--- config.mk ---
export PLATFORM = sky130hd
export DESIGN_NAME = uart_tx_serializer
export DESIGN_NICKNAME = d
export VERILOG_FILES = /design/src/rtl/uart_tx_serializer.sv
export SDC_FILE = /design/constraint.sdc
export NUM_CORES = 1
export LEC_CHECK = 0
export ABC_AREA = 1
export ABC_CLOCK_PERIOD_IN_PS = 2200
export CORE_MARGIN = 5
export CORE_UTILIZATION = 30
export DETAILED_ROUTE_END_ITERATION = 8
export HOLD_SLACK_MARGIN = 0.05
export PLACE_DENSITY_LB_ADDON = 0.12
export RECOVER_POWER = 50
export SETUP_SLACK_MARGIN = 0.3
export SYNTH_ARGS = -nofsm -noshare
export SYNTH_HDL_FRONTEND = slang
export SYNTH_SLANG_ARGS = --single-unit
export TNS_END_PERCENT = 5
--- constraint.sdc ---
create_clock -name Clk -period 2.2 [get_ports Clk]
set_input_delay 0.66 -clock Clk [delete_from_list [all_inputs] [get_ports Clk]]
set_output_delay 0.66 -clock Clk [all_outputs]
set_load 0.02 [all_outputs]
--- src/rtl/uart_tx_serializer.sv ---
`default_nettype none
// ============================================================================
// Module      : uart_tx_serializer
// Description : Fetches bytes from an upstream FIFO and sends each one as an
//               8N1 UART frame, LSB first.
// Revision    : 1.0 - initial release
// ============================================================================
module uart_tx_serializer #(
  parameter int CLKS_PER_BIT = 434
) (
  input  logic       Clk,
  input  logic       Rst,
  input  logic       EN,
  input  logic       fifo_empty,
  input  logic [7:0] fifo_data,
  output logic       fifo_rd,
  output logic       tx,
  output logic       busy,
  output logic       tx_done
);

  localparam int                  c_BAUD_W   = $clog2(CLKS_PER_BIT);
  localparam logic [c_BAUD_W-1:0] c_BAUD_MAX = c_BAUD_W'(CLKS_PER_BIT - 1);
  localparam logic [c_BAUD_W-1:0] c_BAUD_ONE = c_BAUD_W'(1);

  typedef enum logic [2:0] {
    S_IDLE  = 3'd0,
    S_READ  = 3'd1,
    S_LATCH = 3'd2,
    S_START = 3'd3,
    S_DATA  = 3'd4,
    S_STOP  = 3'd5
  } t_state;

  t_state              r_state;
  t_state              w_state_next;
  logic [c_BAUD_W-1:0] r_baud;
  logic [c_BAUD_W-1:0] w_baud_next;
  logic [2:0]          r_bit;
  logic [2:0]          w_bit_next;
  logic [7:0]          r_shift;
  logic [7:0]          w_shift_next;
  logic                r_tx;
  logic                w_tx_next;
  logic                r_rd;
  logic                w_rd_next;
  logic                r_done;
  logic                w_done_next;
  logic                w_bit_end;

  assign w_bit_end = (r_baud == c_BAUD_MAX);

  always_ff @(posedge Clk) begin
    if (Rst) begin
      r_state <= S_IDLE;
      r_baud  <= '0;
      r_bit   <= '0;
      r_shift <= '0;
      r_tx    <= 1'b1;
      r_rd    <= 1'b0;
      r_done  <= 1'b0;
    end else begin
      r_state <= w_state_next;
      r_baud  <= w_baud_next;
      r_bit   <= w_bit_next;
      r_shift <= w_shift_next;
      r_tx    <= w_tx_next;
      r_rd    <= w_rd_next;
      r_done  <= w_done_next;
    end
  end

  always_comb begin
    w_state_next = r_state;
    w_baud_next  = r_baud;
    w_bit_next   = r_bit;
    w_shift_next = r_shift;
    w_tx_next    = 1'b1;
    w_rd_next    = 1'b0;
    w_done_next  = 1'b0;

    case (r_state)
      S_IDLE: begin
        w_baud_next = '0;
        if (EN && !fifo_empty) begin
          w_state_next = S_READ;
        end
      end
      S_READ: begin
        w_baud_next  = '0;
        w_state_next = S_LATCH;
      end
      S_LATCH: begin
        // FIFO read data is valid only in this cycle.
        w_baud_next  = '0;
        w_bit_next   = '0;
        w_shift_next = fifo_data;
        w_state_next = S_START;
      end
      S_START: begin
        if (w_bit_end) begin
          w_baud_next  = '0;
          w_bit_next   = '0;
          w_state_next = S_DATA;
        end else begin
          w_baud_next = r_baud + c_BAUD_ONE;
        end
      end
      S_DATA: begin
        if (w_bit_end) begin
          w_baud_next = '0;
          w_bit_next  = r_bit + 3'd1;
          if (r_bit == 3'd7) begin
            w_state_next = S_STOP;
          end
        end else begin
          w_baud_next = r_baud + c_BAUD_ONE;
        end
      end
      S_STOP: begin
        if (w_bit_end) begin
          w_baud_next  = '0;
          w_state_next = S_IDLE;
        end else begin
          w_baud_next = r_baud + c_BAUD_ONE;
        end
      end
      default: begin
        w_baud_next  = '0;
        w_bit_next   = '0;
        w_state_next = S_IDLE;
      end
    endcase

    // Registered outputs are decoded from the next state so they line up with it.
    if (w_state_next == S_START) begin
      w_tx_next = 1'b0;
    end else if (w_state_next == S_DATA) begin
      w_tx_next = w_shift_next[w_bit_next];
    end
    w_rd_next   = (w_state_next == S_READ);
    w_done_next = (r_state == S_STOP) && (w_state_next == S_IDLE);
  end

  assign fifo_rd = r_rd;
  assign tx      = r_tx;
  assign tx_done = r_done;
  assign busy    = (r_state != S_IDLE);

endmodule
`default_nettype wire

==> results of run 1 <==
==> worst register-to-register path: stages (launching register included) <==
cell and delay, ps:
dfxtp_2 330, inv_2 60, ha_4 140, nand2_4 50, nor2_4 120, nand2_2 90, ha_4 270, inv_2 40
nand3_4 80, nand2_4 60, nor2_4 140, nand2_1 60, nand2_1 60, inv_1 40, nand2_1 70, nand3_2 80
nand3_2 60, nand2_1 40, inv_1 40
==> layout make-up <==
| cell class | instances | area share, % |
|---|---|---|
| multi-input cells | 141 | 43.91 |
| inverters | 35 | 7.104 |
| flip-flops and latches | 26 | 28.35 |
| repair buffers | 28 | 13.26 |
| clock buffers | 3 | 2.233 |
| clock inverters | 1 | 1.624 |
| well taps | 52 | 3.518 |
==> through the flow <==
stage / power (mW) / setup slack, ps / std cells
3_5_place_dp: 0.7045 / 133.1 / 274
5_1_grt: 1.159 / 169.0 / 286
2_1_floorplan: 0.6452 / 318.8 / 205
6_report: 1.104 / 285.4 / 286
3_3_place_gp: 0.7065 / 119.9 / 274
4_1_cts: 1.107 / 294.0 / 284
==> cell usage after synthesis (2+ instances only) <==
master	instances
nor3b_1	2
or2_2	2
nor2_1	22
nand2_1	54
a21oi_1	12
ha_1	5
nor3_1	3
nand2_2	5
nand3b_1	2
nor2_4	3
inv_1	34
o21a_1	3
o21ai_0	3
nand4_1	2
nand3_1	15
dfxtp_1	26
==> layout by cell type, fill, tap and decap left out, drive strengths merged <==
| cell type | instances |
|---|---|
| dfxtp | 26 |
| nand2 | 60 |
| dlygate4sd3 | 1 |
| or2 | 2 |
| clkdlybuf4s50 | 13 |
| nor3 | 4 |
| o211ai | 2 |
| o21ai | 4 |
| nor3b | 2 |
| and3 | 1 |
| o21a | 3 |
| clkbuf | 4 |
| nand3b | 2 |
| nand3 | 15 |
| buf | 12 |
| nor2 | 26 |
| inv | 35 |
| clkdlybuf4s15 | 1 |
| a31oi | 1 |
| a21oi | 12 |
| bufinv | 1 |
| ha | 5 |
| nand4 | 2 |
==> repair_timing <==
item                       4_1_cts  5_1_grt
gates resized for setup         10       17
pin swaps                        3       10
buffers inserted                 6        2
setup endpoints to repair        3        3
==> how the worst max path moves through the flow <==
stage          slack [ps]        from   end
3_3_place_gp          120   r_baud[0]    tx
2_1_floorplan         320   r_baud[0]    tx
3_5_place_dp          130   r_baud[0]    tx
5_1_grt               170   r_baud[1]    tx
4_1_cts               290          tx    tx
6_report              290  r_state[1]  busy
==> per-layer routing <==
metal  GRT usage [%]  vias to the layer above  part of all wire, %
met1           15.03                      546                   53
met5               0                        -                    0
li1                -                      695                    -
met3           2.860                        2                  3.4
met4           2.622                        0                 0.80
met2           15.33                       13                   43
==> flip-flops by register name (all words and copies together), names as in the netlist <==
register  flops
fifo_rd       1
r_baud        9
r_bit         3
r_shift       8
r_state       3
tx            1
tx_done       1
==> cells by family after synthesis <==
kind of cell	after synthesis	synth area share [%]
buf+inv	38	11.00
simple gates	114	37.83
flops	26	37.21
compound gates	22	9.481
fa+ha+maj	5	4.472
==> power by group through the flow <==
stage / clock network (mW) / registers (mW) / logic, mW
floorplan: 0 / 0.512 / 0.133
global placement: 0 / 0.508 / 0.199
detailed placement: 0 / 0.508 / 0.197
CTS: 0.410 / 0.497 / 0.200
global route: 0.424 / 0.501 / 0.233
finish: 0.399 / 0.499 / 0.206
==> impl_metrics.py, run 1 <==
metrics = {
    "logic_synthesis": {
        "yosys_register_bits": 26,
        "syn_avg_cell_area_um2": 6.824,
        "postSynthCellCount": 205,
        "syn-num-nets": 222,
        "synthTopCellsByArea": "dfxtp_1 (37%), nand2_1 (14%), inv_1 (9.1%)",
        "yosys.area.top_type_share_pct": 37.21,
        "synth-edff-count": 0,
        "synthArstFlopShare_pct": 0,
        "synth_cell_types": 28,
        "yosys_warnings": 0,
        "synth_top_area_cell": "dfxtp_1",
        "ys_seq_area_share_pct": 37.21,
        "synthFlopType": "dfxtp_1",
        "syn_area_um2": 1399,
    },
    "detailed_routing": {
        "finalWirelength_um": 3114,
        "drt_first_iter_violations": 64,
        "avgRoutedWirePerCell_um": 10.89,
        "postRouteAntennaNets": 0,
        "drc": 0,
        "dr.pass1.iters": 4,
        "vias_per_cell": 4.392,
        "via_count": 1256,
    },
    "layout": {
        "design_area_um2": 1849,
        "seqCellArea_um2": 524.3,
        "syn2layout_area_growth_pct": 32.20,
        "nets": 252,
        "antenna_cells": 0,
        "drive_gt1_share_pct": 21.37,
        "fillCellCount": 498,
        "final_core_util_pct": 41.61,
        "multiInputGateArea_um2": 812.0,
    },
    "timing": {
        "rsz0062_at_grt": "true",
        "drv_slew": 0,
        "clock.fmax_ghz": 0.5223,
        "tightest_slew_ps": 676.8,
        "skew_ps": 4.682,
        "fin_setup_tns_ps": 0,
        "timing.final.crit_period_ps": 1915,
        "setup_viol_count_final": 0,
        "whs_ps": 472.5,
        "timing.final.crit_share_pct": 87.03,
        "hold_viol": 0,
        "relSlewSlack_pct": 54.88,
    },
    "critical_path": {
        "cp-end-kind": "output pin",
        "start_kind": "register",
        "crit_required_ps": 1540,
        "critPathBufInv": 3,
        "crit_arrival_ps": 1250,
        "rr_endpoint": "tx",
        "path_class": "register to output pin",
        "r2r_cells": 18,
        "crit_cells": 5,
        "slowest_delay_ps": 340,
        "reg2reg_from": "r_baud[1]",
        "path_delay_family": "buffers and inverters",
        "critPathMaxFanout": 2,
        "critical-path-slowest-cell": "dfxtp_1",
        "path_common_cell": "inv_1",
        "cp_cell_sequence": "nor2_4, inv_1, nor2_2, inv_1, clkdlybuf4s15_2",
        "r2r_slack_ps": 320,
    },
    "clocking": {
        "insertion_delay_ps": 270,
        "root_buffer": "clkbuf_8",
        "numCtsBuffers": 3,
        "clock_sinks": 26,
        "clockBufferDepth": 2,
        "cts_max_level": 1,
        "hold_buffers": 0,
        "clk_pin_slew_ps": 90,
        "cts_tree": "built",
    },
    "run": {
        "drv_cap": 0,
    },
    "worst_hold_path": {
        "whs_endpoint": "r_shift[6]",
        "hp-class": "register to register",
        "holdPathStages": 2,
        "hold_path.startpoint": "r_shift[6]",
    },
    "placement": {
        "place_area_um2": 1629,
        "finalWeightedCongestion": 0.7651,
        "port_buffers": 15,
        "dp_hpwl_um": 2213,
    },
    "power_and_ir_drop": {
        "power_frac_comb_pct": 18.7,
        "switching_share_pct": 25.62,
        "sequentialPowerShare_pct": 45.2,
        "p_sw_mw": 0.2829,
        "ir_drop_uv": 362.7,
        "power_density_nw_per_um2": 597.0,
        "p_leak_nw": 0.8412,
        "clockPowerShare_pct": 36.1,
        "p_int_mw": 0.8212,
    },
    "floorplanning": {
        "core_area_um2": 4444,
        "die_w_um": 78.29,
        "dieArea_um2": 6129,
        "start_util_pct": 31.48,
        "io_pins": 16,
        "die_y_um": 78.29,
        "rows": 24,
    },
    "global_routing": {
        "grt-ovfl-total": 0,
        "grt_max_degree": 16,
        "track_usage_pct": 10.43,
        "first_global_vias": 1140,
        "antenna_found_initial": 0,
        "grt_pass1_wl_um": 5223,
    },
    "status": {
        "outcome": "completed",
    },
}
Power figures use the tool's default switching activity.
==> run 2, diff against run 1 <==
- CORE_ASPECT_RATIO: not set -> 1.1
- CTS_CLUSTER_SIZE: not set -> 40
==> run 2 against run 1 <==
  * Clock skew is 2.5 ps lower
  * Worst hold slack worse by 1.9 ps
  * Core utilization is 1.2 points lower
  * Cell count is 1.7% higher
  * Maximum frequency is 1.9% higher
  * First-iteration DRC count is 58% lower
  * Largest power group unchanged
==> impl_metrics.py, run 2 (same netlist as run 1, synthesis figures left out) <==
metrics = {
    "clocking": {
        "root_buffer": "clkbuf_8",
        "insertion_delay_ps": 270,
        "numCtsBuffers": 3,
        "clockBufferDepth": 2,
        "clock_sinks": 26,
        "cts_tree": "built",
        "cts_max_level": 1,
        "clk_pin_slew_ps": 90,
    },
    "power_and_ir_drop": {
        "p_int_mw": 0.7372,
        "p_leak_nw": 0.8563,
        "clockPowerShare_pct": 30.7,
        "power_frac_comb_pct": 20.4,
        "sequentialPowerShare_pct": 49.0,
        "ir_drop_uv": 185.7,
        "power_density_nw_per_um2": 548.6,
        "p_sw_mw": 0.2794,
        "switching_share_pct": 27.49,
    },
    "layout": {
        "largest_register_ffs": 9,
        "antenna_cells": 0,
        "mostFrequentLayoutCells": "nand2_1 (52), inv_1 (30), dfxtp_1 (22)",
        "seqCellArea_um2": 525.5,
        "top_regs": "r_baud (9), r_shift (8)",
        "nets": 253,
        "drive_gt1_share_pct": 23.40,
        "top_register": "r_baud",
        "final_common_cell": "nand2_1",
        "syn2layout_area_growth_pct": 32.47,
        "multiInputGateArea_um2": 817.0,
        "fillCellCount": 501,
    },
    "critical_path": {
        "crit_arrival_ps": 2100,
        "r2r_cells": 18,
        "cp-end-kind": "register",
        "reg2reg_from": "r_baud[1]",
        "r2r_slack_ps": 320,
        "critPathMaxFanout": 3,
        "crit_required_ps": 2420,
        "path_class": "register to register",
        "rr_endpoint": "tx",
        "start_kind": "register",
    },
    "worst_hold_path": {
        "whs_endpoint": "r_shift[6]",
        "hold_path.startpoint": "r_shift[6]",
        "hp-class": "register to register",
        "holdPathStages": 2,
    },
    "floorplanning": {
        "core_area_um2": 4587,
        "io_pins": 16,
        "start_util_pct": 30.50,
        "die_w_um": 75.11,
        "dieArea_um2": 6130,
        "die_y_um": 81.62,
        "rows": 26,
    },
    "timing": {
        "tightest_slew_ps": 753.7,
        "timing.final.crit_period_ps": 1879,
        "skew_ps": 2.223,
        "timing.final.crit_share_pct": 85.39,
        "relSlewSlack_pct": 49.53,
        "drv_slew": 0,
        "rsz0062_at_grt": "true",
        "fin_setup_tns_ps": 0,
        "setup_viol_count_final": 0,
        "whs_ps": 470.6,
        "hold_viol": 0,
        "clock.fmax_ghz": 0.5323,
    },
    "detailed_routing": {
        "via_count": 1298,
        "finalWirelength_um": 3197,
        "drc": 0,
        "avgRoutedWirePerCell_um": 10.99,
        "drt_first_iter_violations": 27,
        "postRouteAntennaNets": 0,
        "vias_per_cell": 4.460,
        "dr.pass1.iters": 5,
    },
    "global_routing": {
        "track_usage_pct": 11.76,
        "grt_max_degree": 15,
        "first_global_vias": 1298,
        "antenna_found_initial": 0,
        "grt_pass1_wl_um": 5595,
        "grt-ovfl-total": 0,
    },
    "status": {
        "outcome": "completed",
    },
    "placement": {
        "finalWeightedCongestion": 0.7569,
        "port_buffers": 15,
        "dp_hpwl_um": 2334,
    },
    "run": {
        "drv_cap": 0,
    },
}
-- run 2: changes by cell type in the layout (fill, tap and decap cells not counted), moves of 2 or more --
cell,previous run,this run
buf_6,0,2
inv_1,32,30
inv_2,3,5
nand2_2,6,4
nor2_2,2,4
-- run 2: critical path, cell delays in order (launching register included) --
cell	delay [ps]
dfxtp_2	340
inv_2	40
ha_4	150
nand2_4	70
nor2_4	40
buf_4	130
buf_6	110
buf_6	100
buf_4	120
buf_4	120
nand3b_1	90
nand3_2	80
nand2_2	100
inv_2	50
nand2_1	70
nand3_2	70
nand3_2	60
nand2_1	50
inv_1	40
-- run 2: how the worst max path moves through the flow --
stage                     slack (ps)  end  startpoint  cells after the start
after floorplan                  320   tx   r_baud[0]                     17
after global placement           130   tx   r_baud[0]                     16
after detailed placement         140   tx   r_baud[0]                     16
after CTS                        280   tx   r_baud[1]                     18
after global routing             150   tx   r_baud[1]                     13
final                            320   tx   r_baud[1]                     18
-- run 2: area by class of cell --
cell class,count,share of cell area [%]
Clock buffer,4,2.971
Inverter,35,7.090
Multi-Input combinational cell,141,44.09
Sequential cell,26,28.36
Tap cell,56,3.781
Timing Repair Buffer,29,13.71
-- run 2: repair_timing --
action                     4_1_cts  5_1_grt
setup endpoints to repair        2        4
buffers inserted                 8        1
hold buffers                     0        0
gates resized for setup         16       19
pin swaps                       11       18
-- run 2: stage by stage --
step                      setup slack, ps  utilization, %  area, um^2  instances  power (mW)
after floorplan                     318.8               -        1399        205      0.6452
after global placement              132.3           35.62        1634        278      0.7099
after detailed placement            141.2           35.62        1634        278      0.7080
after CTS                           275.3           38.90        1784        290       1.038
after global routing                151.4           40.40        1853        291       1.091
final                               321.4           40.40        1853        291       1.017
-- run 2: power groups by stage --
stage               Combinational, mW  Clock [mW]  Sequential (mW)
detailed placement              0.200           0            0.508
CTS                             0.206       0.333            0.498
global placement                0.202           0            0.508
finish                          0.207       0.312            0.498
floorplan                       0.133           0            0.512
global route                    0.240       0.351            0.500
-- run 2: metal layers --
metal / GRT usage [%] / part of all wire [%] / up-vias
met5: 0 / 0 / -
met4: 3.203 / 0.75 / 0
met3: 2.203 / 3.1 / 2
met2: 22.39 / 53 / 10
met1: 13.00 / 43 / 583
li1: - / - / 703
==> run 3, diff against run 2 <==
- CTS_CLUSTER_SIZE: 40 -> 16
==> results of run 3 <==
No change in the layout: final DEF, timing and power equal those of run 2.
